$ cat src/rtl/serial_subtractor_controller_pkg.sv
// Shared definitions for the bit-serial subtractor controller.
// Optional feature macro: SERIAL_SUB_OVERFLOW_EN (signed overflow flag).
package serial_sub_pkg;

    // Default operand/result width in bits
    localparam int DEFAULT_DATA_WIDTH = 8;

    // Controller states
    typedef enum logic [1:0] {
        IDLE  = 2'd0,
        SHIFT = 2'd1,
        DONE  = 2'd2
    } state_t;

endpackage

$ cat src/rtl/serial_subtractor_controller_if.sv
// Start/done handshake and operand/result bus of the serial subtractor.
// Overflow_Out exists only when SERIAL_SUB_OVERFLOW_EN is defined.
interface serial_subtractor_controller_if
    import serial_sub_pkg::*;
#(
    parameter int DATA_WIDTH = DEFAULT_DATA_WIDTH
);
    logic                  Start_In;
    logic [DATA_WIDTH-1:0] Data_A_In;
    logic [DATA_WIDTH-1:0] Data_B_In;
    logic                  Borrow_In;
    logic                  Busy_Out;
    logic                  Done_Out;
    logic [DATA_WIDTH-1:0] Difference_Out;
    logic                  Borrow_Out;
`ifdef SERIAL_SUB_OVERFLOW_EN
    logic                  Overflow_Out;
`endif

    // Requesting side: issues operands, observes results
    modport master (
        output Start_In,
        output Data_A_In,
        output Data_B_In,
        output Borrow_In,
`ifdef SERIAL_SUB_OVERFLOW_EN
        input  Overflow_Out,
`endif
        input  Busy_Out,
        input  Done_Out,
        input  Difference_Out,
        input  Borrow_Out
    );

    // Subtractor side: consumes operands, produces results
    modport slave (
        input  Start_In,
        input  Data_A_In,
        input  Data_B_In,
        input  Borrow_In,
`ifdef SERIAL_SUB_OVERFLOW_EN
        output Overflow_Out,
`endif
        output Busy_Out,
        output Done_Out,
        output Difference_Out,
        output Borrow_Out
    );

endinterface

$ cat src/rtl/serial_subtractor_controller_full_subtractor.sv
// One-bit full subtractor cell: Sum_Out = A - B - Bin (mod 2), Borrow_Out
// set when A < B + Bin.
module Full_Subtractor (
    input  logic Data_A_In,
    input  logic Data_B_In,
    input  logic Borrow_In,
    output logic Borrow_Out,
    output logic Sum_Out
);

    // Difference bit and outgoing borrow of a single bit position
    always_comb begin
        Sum_Out    = Data_A_In ^ Data_B_In ^ Borrow_In;
        Borrow_Out = (~Data_A_In & Data_B_In) | (~(Data_A_In ^ Data_B_In) & Borrow_In);
    end

endmodule

$ cat src/rtl/serial_subtractor_controller.sv
// Bit-serial subtractor: runs one Full_Subtractor cell over DATA_WIDTH
// cycles, LSB first, computing A - B - Borrow_In with a start/done handshake.
// Optional feature macro: SERIAL_SUB_OVERFLOW_EN adds the signed overflow flag.
module serial_subtractor_controller
    import serial_sub_pkg::*;
#(
    parameter int DATA_WIDTH = DEFAULT_DATA_WIDTH
) (
    input  logic                          Clk,
    input  logic                          Reset_n,
    serial_subtractor_controller_if.slave bus
);

    localparam int             CNT_W    = $clog2(DATA_WIDTH);
    localparam logic [CNT_W-1:0] LAST_CNT = CNT_W'(DATA_WIDTH - 1);

    state_t                state_r;
    state_t                state_nx_s;
    logic [DATA_WIDTH-1:0] a_r;
    logic [DATA_WIDTH-1:0] b_r;
    // Holds the DATA_WIDTH-1 difference bits already produced; the last bit
    // comes straight from the cell when the result is loaded.
    logic [DATA_WIDTH-2:0] res_r;
    logic [DATA_WIDTH-1:0] res_nx_s;
    logic                  borrow_r;
    logic [CNT_W-1:0]      cnt_r;
    logic                  busy_r;
    logic                  done_r;
    logic [DATA_WIDTH-1:0] diff_r;
    logic                  borrow_out_r;
    logic                  sum_s;
    logic                  cell_borrow_s;
    logic                  last_s;
`ifdef SERIAL_SUB_OVERFLOW_EN
    logic                  a_msb_r;
    logic                  b_msb_r;
    logic                  ovf_r;
`endif

    Full_Subtractor u_cell (
        .Data_A_In  (a_r[0]),
        .Data_B_In  (b_r[0]),
        .Borrow_In  (borrow_r),
        .Borrow_Out (cell_borrow_s),
        .Sum_Out    (sum_s)
    );

    // Result register contents after this cycle's bit is shifted in
    always_comb begin
        res_nx_s = {sum_s, res_r};
        last_s   = (cnt_r == LAST_CNT);
    end

    // State register
    always_ff @(posedge Clk or negedge Reset_n) begin
        if (!Reset_n) begin
            state_r <= IDLE;
        end else begin
            state_r <= state_nx_s;
        end
    end

    // Next-state decode
    always_comb begin
        state_nx_s = state_r;
        case (state_r)
            IDLE: begin
                if (bus.Start_In) begin
                    state_nx_s = SHIFT;
                end else begin
                    state_nx_s = IDLE;
                end
            end
            SHIFT: begin
                if (last_s) begin
                    state_nx_s = DONE;
                end else begin
                    state_nx_s = SHIFT;
                end
            end
            DONE:    state_nx_s = IDLE;
            default: state_nx_s = IDLE;
        endcase
    end

    // Status outputs registered from the next state so they line up with it
    always_ff @(posedge Clk or negedge Reset_n) begin
        if (!Reset_n) begin
            busy_r <= 1'b0;
            done_r <= 1'b0;
        end else begin
            busy_r <= (state_nx_s != IDLE);
            done_r <= (state_nx_s == DONE);
        end
    end

    // Operand capture, serial shifting and result load
    always_ff @(posedge Clk or negedge Reset_n) begin
        if (!Reset_n) begin
            a_r          <= '0;
            b_r          <= '0;
            res_r        <= '0;
            borrow_r     <= 1'b0;
            cnt_r        <= '0;
            diff_r       <= '0;
            borrow_out_r <= 1'b0;
`ifdef SERIAL_SUB_OVERFLOW_EN
            a_msb_r      <= 1'b0;
            b_msb_r      <= 1'b0;
            ovf_r        <= 1'b0;
`endif
        end else begin
            case (state_r)
                IDLE: begin
                    if (bus.Start_In) begin
                        a_r      <= bus.Data_A_In;
                        b_r      <= bus.Data_B_In;
                        borrow_r <= bus.Borrow_In;
                        res_r    <= '0;
                        cnt_r    <= '0;
`ifdef SERIAL_SUB_OVERFLOW_EN
                        a_msb_r  <= bus.Data_A_In[DATA_WIDTH-1];
                        b_msb_r  <= bus.Data_B_In[DATA_WIDTH-1];
`endif
                    end
                end
                SHIFT: begin
                    a_r      <= {1'b0, a_r[DATA_WIDTH-1:1]};
                    b_r      <= {1'b0, b_r[DATA_WIDTH-1:1]};
                    res_r    <= res_nx_s[DATA_WIDTH-1:1];
                    borrow_r <= cell_borrow_s;
                    cnt_r    <= cnt_r + CNT_W'(1);
                    if (last_s) begin
                        diff_r       <= res_nx_s;
                        borrow_out_r <= cell_borrow_s;
`ifdef SERIAL_SUB_OVERFLOW_EN
                        ovf_r        <= (a_msb_r != b_msb_r) & (sum_s != a_msb_r);
`endif
                    end
                end
                DONE: begin
                    cnt_r <= cnt_r;
                end
                default: begin
                    cnt_r <= '0;
                end
            endcase
        end
    end

    assign bus.Busy_Out       = busy_r;
    assign bus.Done_Out       = done_r;
    assign bus.Difference_Out = diff_r;
    assign bus.Borrow_Out     = borrow_out_r;
`ifdef SERIAL_SUB_OVERFLOW_EN
    assign bus.Overflow_Out   = ovf_r;
`endif

endmodule

$ cat src/flat_wrapper.sv
// flat-port wrapper written by rule: the top's interface ports become plain ports
module serial_subtractor_controller_flat import serial_sub_pkg::*;
#(
    parameter int DATA_WIDTH = DEFAULT_DATA_WIDTH
)
  (Clk, Reset_n, bus_Start_In, bus_Data_A_In, bus_Data_B_In, bus_Borrow_In, bus_Busy_Out, bus_Done_Out, bus_Difference_Out, bus_Borrow_Out);
  serial_subtractor_controller_if #(.DATA_WIDTH(DATA_WIDTH)) bus_i ();
  input  logic Clk;
  input  logic Reset_n;
  input wire logic [$bits(bus_i.Start_In)-1:0] bus_Start_In;
  input wire logic [$bits(bus_i.Data_A_In)-1:0] bus_Data_A_In;
  input wire logic [$bits(bus_i.Data_B_In)-1:0] bus_Data_B_In;
  input wire logic [$bits(bus_i.Borrow_In)-1:0] bus_Borrow_In;
  output wire logic [$bits(bus_i.Busy_Out)-1:0] bus_Busy_Out;
  output wire logic [$bits(bus_i.Done_Out)-1:0] bus_Done_Out;
  output wire logic [$bits(bus_i.Difference_Out)-1:0] bus_Difference_Out;
  output wire logic [$bits(bus_i.Borrow_Out)-1:0] bus_Borrow_Out;
  assign bus_i.Start_In = bus_Start_In;
  assign bus_i.Data_A_In = bus_Data_A_In;
  assign bus_i.Data_B_In = bus_Data_B_In;
  assign bus_i.Borrow_In = bus_Borrow_In;
  assign bus_Busy_Out = bus_i.Busy_Out;
  assign bus_Done_Out = bus_i.Done_Out;
  assign bus_Difference_Out = bus_i.Difference_Out;
  assign bus_Borrow_Out = bus_i.Borrow_Out;
  serial_subtractor_controller #(.DATA_WIDTH(DATA_WIDTH)) u_core (.Clk(Clk), .Reset_n(Reset_n), .bus(bus_i));
endmodule
$ cat config.mk
export PLATFORM = sky130hd
export DESIGN_NAME = serial_subtractor_controller_flat
export DESIGN_NICKNAME = d
export VERILOG_FILES = /design/src/rtl/serial_subtractor_controller_pkg.sv /design/src/rtl/serial_subtractor_controller_if.sv /design/src/rtl/serial_subtractor_controller_full_subtractor.sv /design/src/rtl/serial_subtractor_controller.sv /design/src/flat_wrapper.sv
export SDC_FILE = /design/constraint.sdc
export NUM_CORES = 1
export LEC_CHECK = 0
export CAP_MARGIN = 20
export CORE_MARGIN = 2
export CORE_UTILIZATION = 35
export CTS_BUF_LIST = sky130_fd_sc_hd__clkbuf_8 sky130_fd_sc_hd__clkbuf_16
export DETAILED_ROUTE_END_ITERATION = 10
export HOLD_SLACK_MARGIN = 0.08
export SETUP_SLACK_MARGIN = 0.3
export SLEW_MARGIN = 40
export SYNTH_ARGS = -nofsm -noshare
export SYNTH_HDL_FRONTEND = slang
export SYNTH_HIERARCHICAL = 1
export SYNTH_SLANG_ARGS = --single-unit
export TNS_END_PERCENT = 20
$ cat constraint.sdc
create_clock -name Clk -period 2.6 [get_ports Clk]
set_clock_uncertainty 0.2 [all_clocks]
set_input_delay 0.65 -clock Clk [delete_from_list [all_inputs] [get_ports Clk]]
set_output_delay 0.65 -clock Clk [all_outputs]
set_load 0.005 [all_outputs]
== Word level (Yosys, flattened, before mapping) ==
Cells that the tools add are included.
Word-level totals
  flip-flop bits (word level): 40
  input bits: 20
  output and inout port bits: 11
  logic and storage cells: 43
Cells by class
  add/subtract/negate cells: 1
  equal/unequal tests: 5
  muxes and demuxes: 13
  bitwise gates (word level): 8
  reductions and logical operators: 6
Operators with widths (count)
  $pmux W8 S2: 2
  $mux W8: 2
  $pmux W7 S2: 1
  $pmux W3 S3: 1
  $mux W7: 1
  $reduce_and A2 Y1: 3
  $eq A2 B2 Y1 const B: 2
  $pmux W2 S2: 1
  $reduce_bool A2 Y1: 2
  $add A3 B1 Y3 const B: 1
  $eq A3 B3 Y1 const B: 1
  $mux W3: 1
  $not A1 Y1: 3
  $and A1 B1 Y1: 2
  $eq A2 B1 Y1 const B: 1
  $logic_not A2 Y1: 1
  $mux W1: 2
  $mux W2: 1
  $ne A2 B2 Y1 const B: 1
  $pmux W1 S2: 1
  $xor A1 B1 Y1: 2
  $or A1 B1 Y1: 1

== Logic depth before layout (Yosys ltp) ==
  depth in word-level cells: 5
  depth in mapped cells: 5
  mapped depth without buffers: 5

== By module ==
The synthesis kept the hierarchy.
Modules (own cells, without submodules)
  serial_subtractor_controller: times used 1, cells an instance 144, area each 1721.7 µm², seq. area each 1001.0 µm²
  Full_Subtractor: times used 1, cells an instance 4, area each 31.3 µm², seq. area each 0.0 µm²

== Worst setup path after synthesis ==
No wires, ideal clock.
  path kind: in2reg
  start point: input bus_Start_In
  end point: register u_core.a_r[1]
  library setup time: 0.111 ns
  data arrival time: 1.373 ns
  data required time: 2.289 ns
  setup slack: 0.916 ns
  stages on the path: 4
  buffers on the path: 2
  cell sequence: buf_2 > nor2b_1 > buf_2 > a222oi_1
Between the ends
  word-level cells in the longest chain between the ends: 2
Ends and longest elaborated chain
  start: declaration: line flat_wrapper.sv:10  | input wire logic [$bits(bus_i.Start_In)-1:0] bus_Start_In;
  $ne A2 B2 Y1 (no source line)
  $reduce_and A2 Y1 (no source line)
  end signal: assignment: line serial_subtractor_controller.sv:116  | a_r <= bus.Data_A_In;
  end signal: assignment: line serial_subtractor_controller.sv:128  | a_r <= {1'b0, a_r[DATA_WIDTH-1:1]};
  end: declaration: line serial_subtractor_controller.sv:19  | logic [DATA_WIDTH-1:0] a_r;
Every way passes these cells.
A chain may end at the register's enable or synchronous reset.

== Final worst setup path ==
  start point: register u_core.diff_r[1] (netlist: u_core/bus.Difference_Out[1])
  end point: output bus_Difference_Out[1]
RTL lines
  start: declaration: line serial_subtractor_controller.sv:29  | logic [DATA_WIDTH-1:0] diff_r;
  start signal: assignment: line serial_subtractor_controller.sv:134  | diff_r <= res_nx_s;
  end: declaration: line flat_wrapper.sv:16  | output wire logic [$bits(bus_i.Difference_Out)-1:0] bus_Difference_Out;
No word-level cell between the ends.

==> flow_metrics.py <==
metrics = {
    "global_route": {
        "grt_pass1_wl_microns": 5960,
        "grt_pass1_vias": 1319,
        "antenna_found_initial": 0,
        "grt_start_max_net_pins": 28,
        "grt.total_usage_pct": 14.2,
        "grt-ovfl-total": 0,
    },
    "floorplanning": {
        "die_w_microns": 74.8,
        "die_h_microns": 74.8,
        "die_area_sq_um": 5590,
        "initial_core_util_pct": 36.6,
        "num_rows": 25,
        "ios": 31,
        "core_sq_um": 4790,
    },
    "drt": {
        "drt_iter0_drc": 89,
        "vias_per_cell": 4.99,
        "num_vias": 1248,
        "final_antenna_net_count": 0,
        "wirelength_microns": 3360,
        "first_pass_iters": 4,
        "drc": 0,
        "detail_route.wl_per_cell_microns": 13.4,
    },
    "cells_and_area": {
        "instances_no_fill": 250,
        "nets": 205,
        "area_growth_pct": 29.8,
        "final_common_cell": "dfrtp_1",
        "layout_common_cells": "dfrtp_1, clkdlybuf4s50_1, inv_1",
        "num-fill-cells": 434,
        "utilization_pct": 47.6,
        "antenna_cells": 0,
        "layout-drive-gt1-share_pct": 12.0,
    },
    "sta": {
        "period_needed_ns": 1.99,
        "slew_headroom_pct": 64.8,
        "holdWs_ns": 0.294,
        "hold_viol_final": 0,
        "slew_violations": 0,
        "setup_viol": 0,
        "rsz0062_at_grt": "no",
        "period_share_pct": 76.7,
        "fmax_mhz": 501,
        "setup_tns_ns": 0,
        "tightest_slew_ns": 0.527,
    },
    "synth": {
        "synth.mux.area_fraction_pct": 5.78,
        "ys_seq_elements": 40,
        "synthAdderAreaFrac_pct": 2.57,
        "syn_inst": 148,
        "ys_warn_count": 6,
        "synth_compound_area_share_pct": 15.3,
        "synthFlopType": "dfrtp_1",
        "ys_async_sr_fraction_pct": 100,
        "synth_top_family_by_area": "compound AO/OA/AOI/OAI gates",
        "yosysSeqAreaShare_pct": 57.1,
        "synth_fp_nets": 171,
        "synth_simple_gate_area_share_pct": 9.92,
        "synth.distinct_cells": 26,
        "synth_edf_count": 0,
        "synth_area_sq_um": 1750,
        "synth_area_per_cell_sq_um": 11.8,
        "synth_xor_area_share_pct": 0,
    },
    "pwr": {
        "pwr_density_cell_nw_per_um2": 1060,
        "switching_share_pct": 31.0,
        "p_sw_uw": 748,
        "internal-power_mw": 1.66,
        "ir_drop_v": 0.000397,
        "pwr-share-clk_pct": 20.2,
        "p_leak_nw": 1.07,
        "p_seq_share_pct": 43.5,
        "power_frac_comb_pct": 36.3,
    },
    "clocking": {
        "h-tree-depth": 2,
        "cts_setup_buffers": 0,
        "cts_tree": "done",
        "clkSinkCount": 40,
        "cts_buffer_depth": 2,
        "cts_buffers": 5,
        "clk_pin_slew_worst_paths_ns": 0.07,
        "cts_resized": 0,
        "clk_latency_ns": 0.29,
        "cts_root_buf": "clkbuf_8",
    },
    "place": {
        "placed_cells": 241,
        "routabilityCongestion": 0.804,
        "port_buffers": 30,
        "dpl.hpwl_microns": 2380,
    },
    "worst_setup_path": {
        "path_delay_family": "buffers and inverters",
        "crit_path_end_kind": "output pin",
        "arrival_ns": 1.14,
        "slowest_delay_ns": 0.50,
        "cp_max_fo": 2,
        "path_buf_inv": 1,
        "required_ns": 1.75,
        "slowest_stage": "clkdlybuf4s50_1",
        "critical_path_class": "reg2out",
        "start_kind": "register",
        "crit_chain": "clkdlybuf4s50_1",
    },
    "run_status": {
        "status": "complete, no violations",
    },
    "hold_path": {
        "hold_class": "reg2reg",
    },
    "job": {
        "drv_cap": 0,
    },
}
power by group through the flow:
stage | clock network (mW) | registers (mW) | logic (mW)
2_1_floorplan | 0 | 1.01 | 0.605
3_3_place_gp | 0 | 1.05 | 0.831
3_5_place_dp | 0 | 1.06 | 0.877
4_1_cts | 0.503 | 1.05 | 0.882
5_1_grt | 0.528 | 1.08 | 0.997
6_report | 0.486 | 1.05 | 0.875
registers in the layout, indices dropped and copies added, names as in the netlist, 2 cells and up:
name,flops
u_core/cnt_r,3
u_core/a_r,8
u_core/b_r,8
u_core/state_r,2
u_core/res_r,7
u_core/bus.Difference_Out,8
path summary, 6_finish.rpt:
kind,endpoint,cells past startpoint,slack (ns),startpoint
worst min register to register,u_core/bus.Difference_Out[5]$_DFFE_PN0P_,1,0.29,u_core/bus.Difference_Out[5]$_DFFE_PN0P_
min in group asynchronous,u_core/bus.Difference_Out[6]$_DFFE_PN0P_,2,0.50,Reset_n
worst max-delay path,bus_Difference_Out[1],1,0.61,u_core/bus.Difference_Out[1]$_DFFE_PN0P_
worst min-delay path,u_core/bus.Difference_Out[5]$_DFFE_PN0P_,1,0.29,u_core/bus.Difference_Out[5]$_DFFE_PN0P_
worst max register to register,u_core/bus.Difference_Out[1]$_DFFE_PN0P_,2,0.65,u_core/state_r[0]$_DFF_PN0_
max in group asynchronous,u_core/cnt_r[1]$_DFFE_PN0P_,4,1.21,Reset_n
cells in the mapped netlist (all sizes together) (2+ instances only):
cell,n,area share [%]
nor2,11,2.4
a32o,2,1.1
o221ai,2,1.0
a222oi,11,6.3
nor4b,4,2.0
mux2,9,5.8
ha,2,1.4
inv,25,5.4
a211oi,4,1.7
nand2,4,0.86
nor2b,3,1.1
nor3b,5,2.1
a22o,7,3.5
dfrtp,40,57
buf,10,3.7
or2,2,0.71
cells by family after synthesis:
kind of cell,Yosys count
compound gates,29
fa+ha+maj,3
buf+inv,36
flops,40
mux,9
simple gates,31
per-stage QoR:
stage | power [mW] | instance area (sq um) | setup WS (ns)
after global routing | 2.61 | 2280 | 0.440
after floorplan | 1.62 | 1750 | 0.916
after detailed placement | 1.94 | 2160 | 0.210
after CTS | 2.43 | 2270 | 0.527
final | 2.41 | 2280 | 0.605
after global placement | 1.88 | 2100 | 0.254
final cells by class:
class | instances | area [sq um] | area share (%)
Clock buffer | 5 | 68.8 | 3.02
Clock inverter | 3 | 38.8 | 1.70
Inverter | 25 | 93.8 | 4.12
Multi-Input combinational cell | 72 | 592 | 26.0
Sequential cell | 40 | 1000 | 44.0
Tap cell | 67 | 83.8 | 3.68
Timing Repair Buffer | 38 | 398 | 17.5
per-layer routing:
metal,up-vias,share of wire [%],track usage (%)
met4,0,0.62,7.34
li1,591,-,-
met1,615,44,17.1
met2,38,51,23.8
met5,-,0,0
met3,4,4.5,3.35
timing repair:
item	in CTS	in global routing
endpoints found under the setup margin	0	0
hold buffers	1	0
hold endpoints to repair	3	0
Note: power is estimated with default switching activity, not from simulation.
